`config.mk`:
```
export PLATFORM = sky130hd
export DESIGN_NAME = mmio_uart_tx
export DESIGN_NICKNAME = d
export VERILOG_FILES = /design/src/rtl/mmio_uart_tx.sv
export SDC_FILE = /design/constraint.sdc
export NUM_CORES = 1
export LEC_CHECK = 0
export CAP_MARGIN = 10
export CORE_MARGIN = 1.5
export CORE_UTILIZATION = 45
export DETAILED_ROUTE_END_ITERATION = 10
export DONT_BUFFER_PORTS = 1
export GPL_TIMING_DRIVEN = 1
export HOLD_SLACK_MARGIN = 0.02
export PLACE_DENSITY = 0.64
export SKIP_CTS_REPAIR_TIMING = 1
export SLEW_MARGIN = 20
export SYNTH_ARGS = -nofsm -noshare
export SYNTH_HDL_FRONTEND = slang
export SYNTH_SLANG_ARGS = --single-unit
export TNS_END_PERCENT = 20
```
`constraint.sdc`:
```
create_clock -name clk -period 4.36 [get_ports clk]
set_input_delay 0.872 -clock clk [delete_from_list [all_inputs] [get_ports clk]]
set_output_delay 0.872 -clock clk [all_outputs]
set_load 0.05 [all_outputs]
```
`src/rtl/mmio_uart_tx.sv`:
```
// Memory-mapped 8N1 serial transmitter: opcode-driven TXDATA/CTRL writes, STATUS/FRAMES reads,
// a small TX FIFO and a registered serializer on txd.
module mmio_uart_tx #(
    parameter int FIFO_DEPTH  = 4,
    parameter int DEFAULT_DIV = 16,
    parameter int DIV_W       = 16
) (
    input  logic        clk,
    input  logic        reset,
    input  logic [2:0]  opcode,
    input  logic [31:0] wdata,
    output logic [31:0] rdata,
    output logic        txd,
    output logic        fifo_full
);

    // state   | meaning
    // S_IDLE  | line high, waiting for a FIFO entry
    // S_START | start bit (low) for one bit period
    // S_DATA  | eight data bits, LSB first
    // S_STOP  | stop bit (high); may chain straight into the next start bit
    typedef enum logic [1:0] {
        S_IDLE  = 2'd0,
        S_START = 2'd1,
        S_DATA  = 2'd2,
        S_STOP  = 2'd3
    } state_t;

    localparam int PW = $clog2(FIFO_DEPTH);
    localparam int CW = PW + 1;

    localparam logic [2:0] OP_WR_DATA = 3'd0;
    localparam logic [2:0] OP_WR_CTRL = 3'd1;
    localparam logic [2:0] OP_RD_STAT = 3'd2;
    localparam logic [2:0] OP_RD_FRM  = 3'd3;

    logic [7:0]       mem_q [FIFO_DEPTH];
    logic [PW-1:0]    wr_ptr_q, rd_ptr_q;
    logic [CW-1:0]    count_q, count_d;
    logic             fifo_empty;
    logic             push, pop;

    logic [DIV_W-1:0] div_q;
    logic             ovf_q;
    logic [31:0]      frames_q;

    state_t           state_q, state_d;
    logic [DIV_W-1:0] timer_q, timer_d;
    logic [DIV_W-1:0] div_lat_q, div_lat_d;
    logic [2:0]       bit_q, bit_d;
    logic [7:0]       shift_q, shift_d;
    logic             txd_q, txd_d;
    logic             bit_end;
    logic             frame_done;

    assign fifo_empty = (count_q == '0);
    assign fifo_full  = (count_q == CW'(FIFO_DEPTH));
    // A full FIFO still accepts a byte when the serializer pops in the same cycle.
    assign push       = (opcode == OP_WR_DATA) && (!fifo_full || pop);
    assign bit_end    = (timer_q == div_lat_q - 1'b1);
    assign txd        = txd_q;

    always_comb begin
        count_d = count_q;
        if (push && !pop) begin
            count_d = count_q + 1'b1;
        end else if (pop && !push) begin
            count_d = count_q - 1'b1;
        end
    end

    always_ff @(posedge clk) begin
        if (push) begin
            mem_q[wr_ptr_q] <= wdata[7:0];
        end
    end

    always_ff @(posedge clk or posedge reset) begin
        if (reset) begin
            wr_ptr_q <= '0;
            rd_ptr_q <= '0;
            count_q  <= '0;
        end else begin
            if (push) begin
                wr_ptr_q <= wr_ptr_q + 1'b1;
            end
            if (pop) begin
                rd_ptr_q <= rd_ptr_q + 1'b1;
            end
            count_q <= count_d;
        end
    end

    always_ff @(posedge clk or posedge reset) begin
        if (reset) begin
            div_q    <= DIV_W'(DEFAULT_DIV);
            ovf_q    <= 1'b0;
            frames_q <= '0;
        end else begin
            if (opcode == OP_WR_CTRL) begin
                // A divisor below 2 cannot form a usable bit period.
                div_q <= (wdata[DIV_W-1:0] < DIV_W'(2)) ? DIV_W'(2) : wdata[DIV_W-1:0];
                if (wdata[31]) begin
                    ovf_q <= 1'b0;
                end
            end else if ((opcode == OP_WR_DATA) && fifo_full && !pop) begin
                ovf_q <= 1'b1;
            end
            if (frame_done) begin
                frames_q <= frames_q + 1'b1;
            end
        end
    end

    always_ff @(posedge clk or posedge reset) begin
        if (reset) begin
            state_q   <= S_IDLE;
            timer_q   <= '0;
            div_lat_q <= DIV_W'(DEFAULT_DIV);
            bit_q     <= '0;
            shift_q   <= '0;
            txd_q     <= 1'b1;
        end else begin
            state_q   <= state_d;
            timer_q   <= timer_d;
            div_lat_q <= div_lat_d;
            bit_q     <= bit_d;
            shift_q   <= shift_d;
            txd_q     <= txd_d;
        end
    end

    always_comb begin
        state_d    = state_q;
        timer_d    = timer_q + 1'b1;
        div_lat_d  = div_lat_q;
        bit_d      = bit_q;
        shift_d    = shift_q;
        pop        = 1'b0;
        frame_done = 1'b0;
        case (state_q)
            S_IDLE: begin
                timer_d = '0;
                if (!fifo_empty) begin
                    pop       = 1'b1;
                    shift_d   = mem_q[rd_ptr_q];
                    div_lat_d = div_q;
                    state_d   = S_START;
                end
            end
            S_START: begin
                if (bit_end) begin
                    timer_d = '0;
                    bit_d   = '0;
                    state_d = S_DATA;
                end
            end
            S_DATA: begin
                if (bit_end) begin
                    timer_d = '0;
                    shift_d = shift_q >> 1;
                    if (bit_q == 3'd7) begin
                        state_d = S_STOP;
                    end else begin
                        bit_d = bit_q + 1'b1;
                    end
                end
            end
            S_STOP: begin
                if (bit_end) begin
                    timer_d    = '0;
                    frame_done = 1'b1;
                    // Chain the next frame directly so there is no idle gap.
                    if (!fifo_empty) begin
                        pop       = 1'b1;
                        shift_d   = mem_q[rd_ptr_q];
                        div_lat_d = div_q;
                        state_d   = S_START;
                    end else begin
                        state_d = S_IDLE;
                    end
                end
            end
            default: begin
                state_d = S_IDLE;
                timer_d = '0;
            end
        endcase
    end

    // txd is registered from the next state so the line never glitches.
    always_comb begin
        txd_d = 1'b1;
        case (state_d)
            S_START: txd_d = 1'b0;
            S_DATA:  txd_d = shift_d[0];
            default: txd_d = 1'b1;
        endcase
    end

    always_comb begin
        rdata = '0;
        case (opcode)
            OP_RD_STAT: rdata = {23'd0, 5'(count_q), ovf_q, (state_q != S_IDLE), fifo_full, fifo_empty};
            OP_RD_FRM:  rdata = frames_q;
            default:    rdata = '0;
        endcase
    end

endmodule

```
==> results of run 1 <==
==> cell usage in the layout (no fill, tap or decap), drive strengths merged, types with 15 or more instances in the layout <==
master	Yosys	layout
edfxtp	32	32
nand2	27	27
and2	30	30
nor2	61	61
ha	16	16
dfrtp	99	99
clkbuf	10	20
nand3	29	29
nor3	18	18
inv	23	28
xnor2	30	30
xor2	36	36
mux2	34	34
o21ai	15	15
==> final timing paths <==
check / start / endpoint / slack (ps) / cells past startpoint
max in group asynchronous: reset / div_lat_q[12]$_DFFE_PP0P_ / 3190 / 2
max: div_lat_q[0]$_DFFE_PP0P_ / count_q[2]$_DFFE_PP0P_ / 430 / 15
min: reset / timer_q[5]$_DFF_PP0_ / 410 / 1
min in group clk: frames_q[31]$_DFFE_PP0P_ / frames_q[31]$_DFFE_PP0P_ / 460 / 1
min reg2reg: frames_q[31]$_DFFE_PP0P_ / frames_q[31]$_DFFE_PP0P_ / 460 / 1
max reg2reg: div_lat_q[0]$_DFFE_PP0P_ / count_q[2]$_DFFE_PP0P_ / 430 / 15
==> area by class of cell <==
cell class	instances	area share [%]
Sequential cell	134	45.8
Multi-Input combinational cell	419	41.2
Clock buffer	20	6.09
Tap cell	184	3.00
Clock inverter	12	1.81
Inverter	23	1.19
Timing Repair Buffer	10	0.977
==> cell usage after synthesis (all sizes together) (5+ instances only) <==
cell	instances
buf	7
a22o	11
nand3	29
clkbuf	10
nand4	8
nor2	61
edfxtp	32
nor3	18
and3	14
nand2	27
nand2b	5
ha	16
inv	23
a21oi	6
xnor2	30
and2	30
xor2	36
mux2i	14
nor4	11
o21ai	15
dfrtp	99
mux4	8
mux2	34
==> sequential cells by signal, indices dropped and copies added (netlist names) <==
signal / flops
txd: 1
timer_q: 16
bit_q: 3
state_q: 2
frames_q: 32
div_lat_q: 16
div_q: 16
rd_ptr_q: 2
mem_q: 32
shift_q: 8
ovf_q: 1
count_q: 3
wr_ptr_q: 2
==> power by group through the flow <==
stage	sequential, W	clock (W)	combinational, W
final	0.00182	0.00145	0.00110
after global routing	0.00186	0.00153	0.00123
after CTS	0.00182	0.00148	0.00111
after detailed placement	0.00184	0	0.00110
after global placement	0.00183	0	0.00106
after floorplan	0.00171	0	0.000958
==> cells by family (layout without fill, tap and decap cells) <==
logic type,Yosys count,after routing,synth area share (%)
xor+xnor,66,66,8.46
compound gates,61,61,6.92
fa+ha+maj,17,17,3.22
buf+inv,40,65,2.47
mux,56,56,10.3
simple gates,219,219,17.1
flops,134,134,51.5
==> through the flow <==
| step | hold WS, ps | instance area [µm²] | std cells | setup slack, ps |
|---|---|---|---|---|
| 4_1_cts | 463 | 7680 | 802 | 166 |
| 5_1_grt | 488 | 7680 | 802 | 184 |
| 3_5_place_dp | 451 | 7070 | 770 | 140 |
| 2_1_floorplan | 434 | 6830 | 593 | 652 |
| 6_report | 412 | 7680 | 802 | 429 |
| 3_3_place_gp | 449 | 7070 | 770 | 487 |
==> per-layer routing <==
metal  part of all wire (%)  vias up
met5                      0        -
met4                    1.4        0
met3                    5.1       17
met2                     47      102
met1                     46     2228
li1                       -     2144
==> flow_summary.ini, run 1 <==
[status]
outcome = finished, final reports clean

[cts]
worstSkewPairLatency_ps = 420
root_buffer = clkbuf_16
cts.htree.levels = 4
clkTransAtPathRegs_ps = 60
cts_made_buffers = 17
cts_tree = done
numClockSinks = 134
clk_path_buf_depth = 2

[yosys]
synth_edf_count = 32
async_flop_share_pct = 76.1
syn_inst = 593
synth_nets = 647
ys_ff_latch = 134
syn_avg_cell_area_um2 = 11.5
synthDistinctLibCells = 63
synth_area_mm2 = 0.00683
ys_dominant_reg_cell = dfrtp_1
ys_seq_area_share_pct = 51.5
ys_warn_count = 0
synth_top_cell_by_area = dfrtp_1
ys_top_cells_by_area = dfrtp_1 36%, edfxtp_1 14%, mux2_2 5.3%, xor2_1 4.6%, xnor2_1 3.8%
synth_top_area_share_pct = 36.3

[floorplanning]
die_h_um = 126
row_count = 44
core_area_mm2 = 0.0147
dieArea_mm2 = 0.0159
io_pins = 71
start_util_pct = 46.5
die_w_um = 126

[sta]
final.setup.tns_ps = 0
worst_pin_slew_ps = 959
relSlewSlack_pct = 35.9
period_minus_slack_ps = 3930
hold_viol_final = 0
skew_ps = 8.74
setup_viol = 0
report.final.slew_viol_count = 0
rsz0062_at_grt = no
fmax_mhz = 254
min_period_over_period_pct = 90.2

[setup_path]
critPathMaxFanout = 7
crit_buf_inv = 2
cp.required_ps = 4700
arrival_ps = 4270
crit_chain = inv_1 > ha_1 > nor3b_2 > a31oi_1 > a2111oi_0 > a211oi_2 > nor4_4 > o21ai_2 > a21boi_4 > ha_1 > inv_1 > fa_1 > xor2_1 > nor2_1 > xor2_1
critical_path_class = register to register
cpPeakStageDelay_ps = 600
crit_path_end_kind = register
startpoint_type = register
cpMaxStageDelayCell = a2111oi_0
crit_family = compound AO/OA/AOI/OAI gates

[global_routing]
use_met2_pct = 30.6
grt.busiest_layer = met2
grt_antenna_before_repair = 0
grt_pass1_vias = 4522
track_usage_pct = 18.9
grt_first_pass_wirelength_um = 23300
grt_use_met1_pct = 24.3
grt_max_degree = 82
globalRouteMet3Util_pct = 5.06
grt-ovfl-total = 0

[drt]
firstDrtPassIters = 4
vias_per_cell = 5.60
drtIter0Drc = 292
routed_wl_um = 13800
vias = 4491
wl_per_cell_um = 17.2
ant_nets = 0
route.detailed.drc = 0

[power_and_ir_drop]
ir_drop_mv = 0.412
p_total_w = 0.00437
seq_power_share_pct = 41.6
p_per_area_mw_per_mm2 = 569
switching_share_pct = 32.6
p_sw_w = 0.00143
p_comb_share_pct = 25.1
p_clk_share_pct = 33.3
p_leak_nw = 3.27
p_int_w = 0.00295

[layout]
diodes = 0
fin_util_pct = 52.3
fillers = 1282
layout.nets = 659
multi_input_area_mm2 = 0.00316
area_growth_pct = 12.5
layout-drive-gt1-share_pct = 17.0
register_area_mm2 = 0.00352

[place]
io_buffers = 0
finalWeightedCongestion = 0.831
dpl.hpwl_um = 9780

[worst_hold_path]
worstHoldPathType = input port to async pin

[run]
maxCapViolations = 0
(Power assumes the default switching activity.)
==> inputs of run 2 (changes only) <==
==> constraint.sdc (replaced) <==
create_clock -name clk -period 4.6 [get_ports clk]
set_input_delay 0.92 -clock clk [delete_from_list [all_inputs] [get_ports clk]]
set_output_delay 0.92 -clock clk [all_outputs]
set_load 0.05 [all_outputs]
==> run 2 against run 1 <==
  * Clock skew fell by 2.0 ps
  * Die area did not move
  * Sequential share of layout area rose by 0.47 points
  * First-iteration DRC count fell by 29%
  * Clock-buffer cell count fell by 1
  * Setup slack got worse by 1.3 ps
  * Routed wire length rose by 0.80%
  * Register-to-register slack barely moved
  * Critical path type unchanged
  * Largest power group unchanged
==> flow_summary.ini, run 2 (synthesized netlist as in run 1, its figures left out) <==
[global_routing]
grt_first_pass_wirelength_um = 23700
track_usage_pct = 19.0
grt_max_degree = 74
grt-ovfl-total = 0
grt_pass1_vias = 4701
grt_antenna_before_repair = 0

[power_and_ir_drop]
p_sw_w = 0.00133
p_leak_nw = 3.23
switching_share_pct = 32.9
p_per_area_mw_per_mm2 = 534
p_comb_share_pct = 25.6
p_total_w = 0.00406
p_int_w = 0.00272
ir_drop_mv = 0.344
p_clk_share_pct = 32.0
seq_power_share_pct = 42.5

[floorplanning]
core_area_mm2 = 0.0147
io_pins = 71
start_util_pct = 46.5
row_count = 44
die_w_um = 126
die_h_um = 126
dieArea_mm2 = 0.0159

[layout]
final_common_cell = dfrtp_1
layout-drive-gt1-share_pct = 15.8
reg_top3 = frames_q x32, mem_q x32
layout.nets = 655
diodes = 0
layout_common_cells = 99 x dfrtp_1, 61 x nor2_1, 36 x xor2_1
area_growth_pct = 11.4

[cts]
numClockSinks = 134
cts_made_buffers = 17
clk_path_buf_depth = 2
root_buffer = clkbuf_16
cts.htree.levels = 4
cts_tree = done
clkTransAtPathRegs_ps = 60
worstSkewPairLatency_ps = 420

[drt]
drtIter0Drc = 208
vias_per_cell = 5.63
wl_per_cell_um = 17.5
ant_nets = 0
routed_wl_um = 13900
route.detailed.drc = 0
vias = 4494
firstDrtPassIters = 4

[sta]
report.final.slew_viol_count = 0
min_period_over_period_pct = 90.7
setup_ws_ps = 428
relSlewSlack_pct = 36.3
hold_viol_final = 0
worst_pin_slew_ps = 952
setup_viol = 0
rsz0062_at_grt = no
skew_ps = 6.70
hold_ws_ps = 458
period_minus_slack_ps = 4170
final.setup.tns_ps = 0
fmax_mhz = 240

[status]
outcome = finished, final reports clean

[setup_path]
r2r_slack_ps = 430
crit_chain = inv_1 > ha_1 > nor3b_1 > and2_1 > a221o_1 > o2111ai_1 > nor4_4 > o21ai_2 > a21boi_4 > ha_1 > inv_1 > fa_1 > xor2_1 > nor2_1 > xor2_1
worstReg2RegEnd = count_q[2]$_DFFE_PP0P_
r2r_cells = 15
cpMaxStageDelayCell = nor3b_1
arrival_ps = 4510
crit_path_end_kind = register
cp.required_ps = 4940
startpoint_type = register
critical_path_class = register to register
critPathMaxFanout = 7
cpPeakStageDelay_ps = 580
rr_startpoint = div_lat_q[0]$_DFFE_PP0P_

[place]
io_buffers = 0
dpl.hpwl_um = 9880
preCtsSetupSlack_ps = 472
finalWeightedCongestion = 0.838

[worst_hold_path]
holdPathStages = 1
worstHoldPathType = register to register
hold_start = frames_q[31]$_DFFE_PP0P_
whs_endpoint = frames_q[31]$_DFFE_PP0P_

[run]
maxCapViolations = 0
[run 2: cell types whose count changed in the layout (fill, tap and decap cells not counted), sizes merged]
cell	change
clkinv	+5
buf	-4
inv	-4
clkbuf	-1
[run 2: critical path, delay by kind of cell (launching register included)]
family	cells	cell delay, ps
adders and majority gates	3	790
and+or+nand+nor	4	1400
AOI/OAI and AO/OA	4	1000
xor gates and xnor gates	2	290
buffers and inverters	2	150
DFF	1	440
[run 2: power groups by stage]
stage               Sequential [W]  Clock [W]  Combinational [W]
finish                     0.00172    0.00130            0.00104
global route               0.00177    0.00138            0.00115
CTS                        0.00173    0.00132            0.00105
detailed placement         0.00175          0            0.00104
global placement           0.00173          0           0.000993
floorplan                  0.00162          0           0.000908
[run 2: routing by layer]
layer  vias up  wire length, µm  global-route usage [%]
li1       2129                -                       -
met1      2256             6470                    24.9
met2        95             6620                    30.4
met3        14              665                    5.78
met4         0              191                    5.68
met5         -                0                       0
[run 2: through the flow]
step                      utilization (%)  cells  area, µm²
final                                51.7    798       7610
after global routing                 51.7    798       7610
after CTS                            51.7    798       7610
after global placement               47.9    766       7040
after floorplan                         -    593       6830
after detailed placement             47.9    766       7040
[run 2: cell type report]
cell class | count | area, µm²
Sequential cell | 134 | 3520
Timing Repair Buffer | 6 | 45.0
Inverter | 23 | 88.8
Clock buffer | 19 | 433
Fill cell | 1295 | 7090
Clock inverter | 13 | 133
Multi-Input combinational cell | 419 | 3160
Tap cell | 184 | 230
[run 2: worst max path at each step]
| stage | start | depth (start not counted) | to |
|---|---|---|---|
| 2_1_floorplan | count_q[0]$_DFFE_PP0P_ | 3 | rdata[1] |
| 3_3_place_gp | div_lat_q[0]$_DFFE_PP0P_ | 15 | count_q[2]$_DFFE_PP0P_ |
| 6_report | div_lat_q[0]$_DFFE_PP0P_ | 15 | count_q[2]$_DFFE_PP0P_ |
| 4_1_cts | div_lat_q[0]$_DFFE_PP0P_ | 15 | count_q[2]$_DFFE_PP0P_ |
| 3_5_place_dp | div_lat_q[0]$_DFFE_PP0P_ | 15 | count_q[2]$_DFFE_PP0P_ |
| 5_1_grt | div_lat_q[0]$_DFFE_PP0P_ | 15 | count_q[2]$_DFFE_PP0P_ |
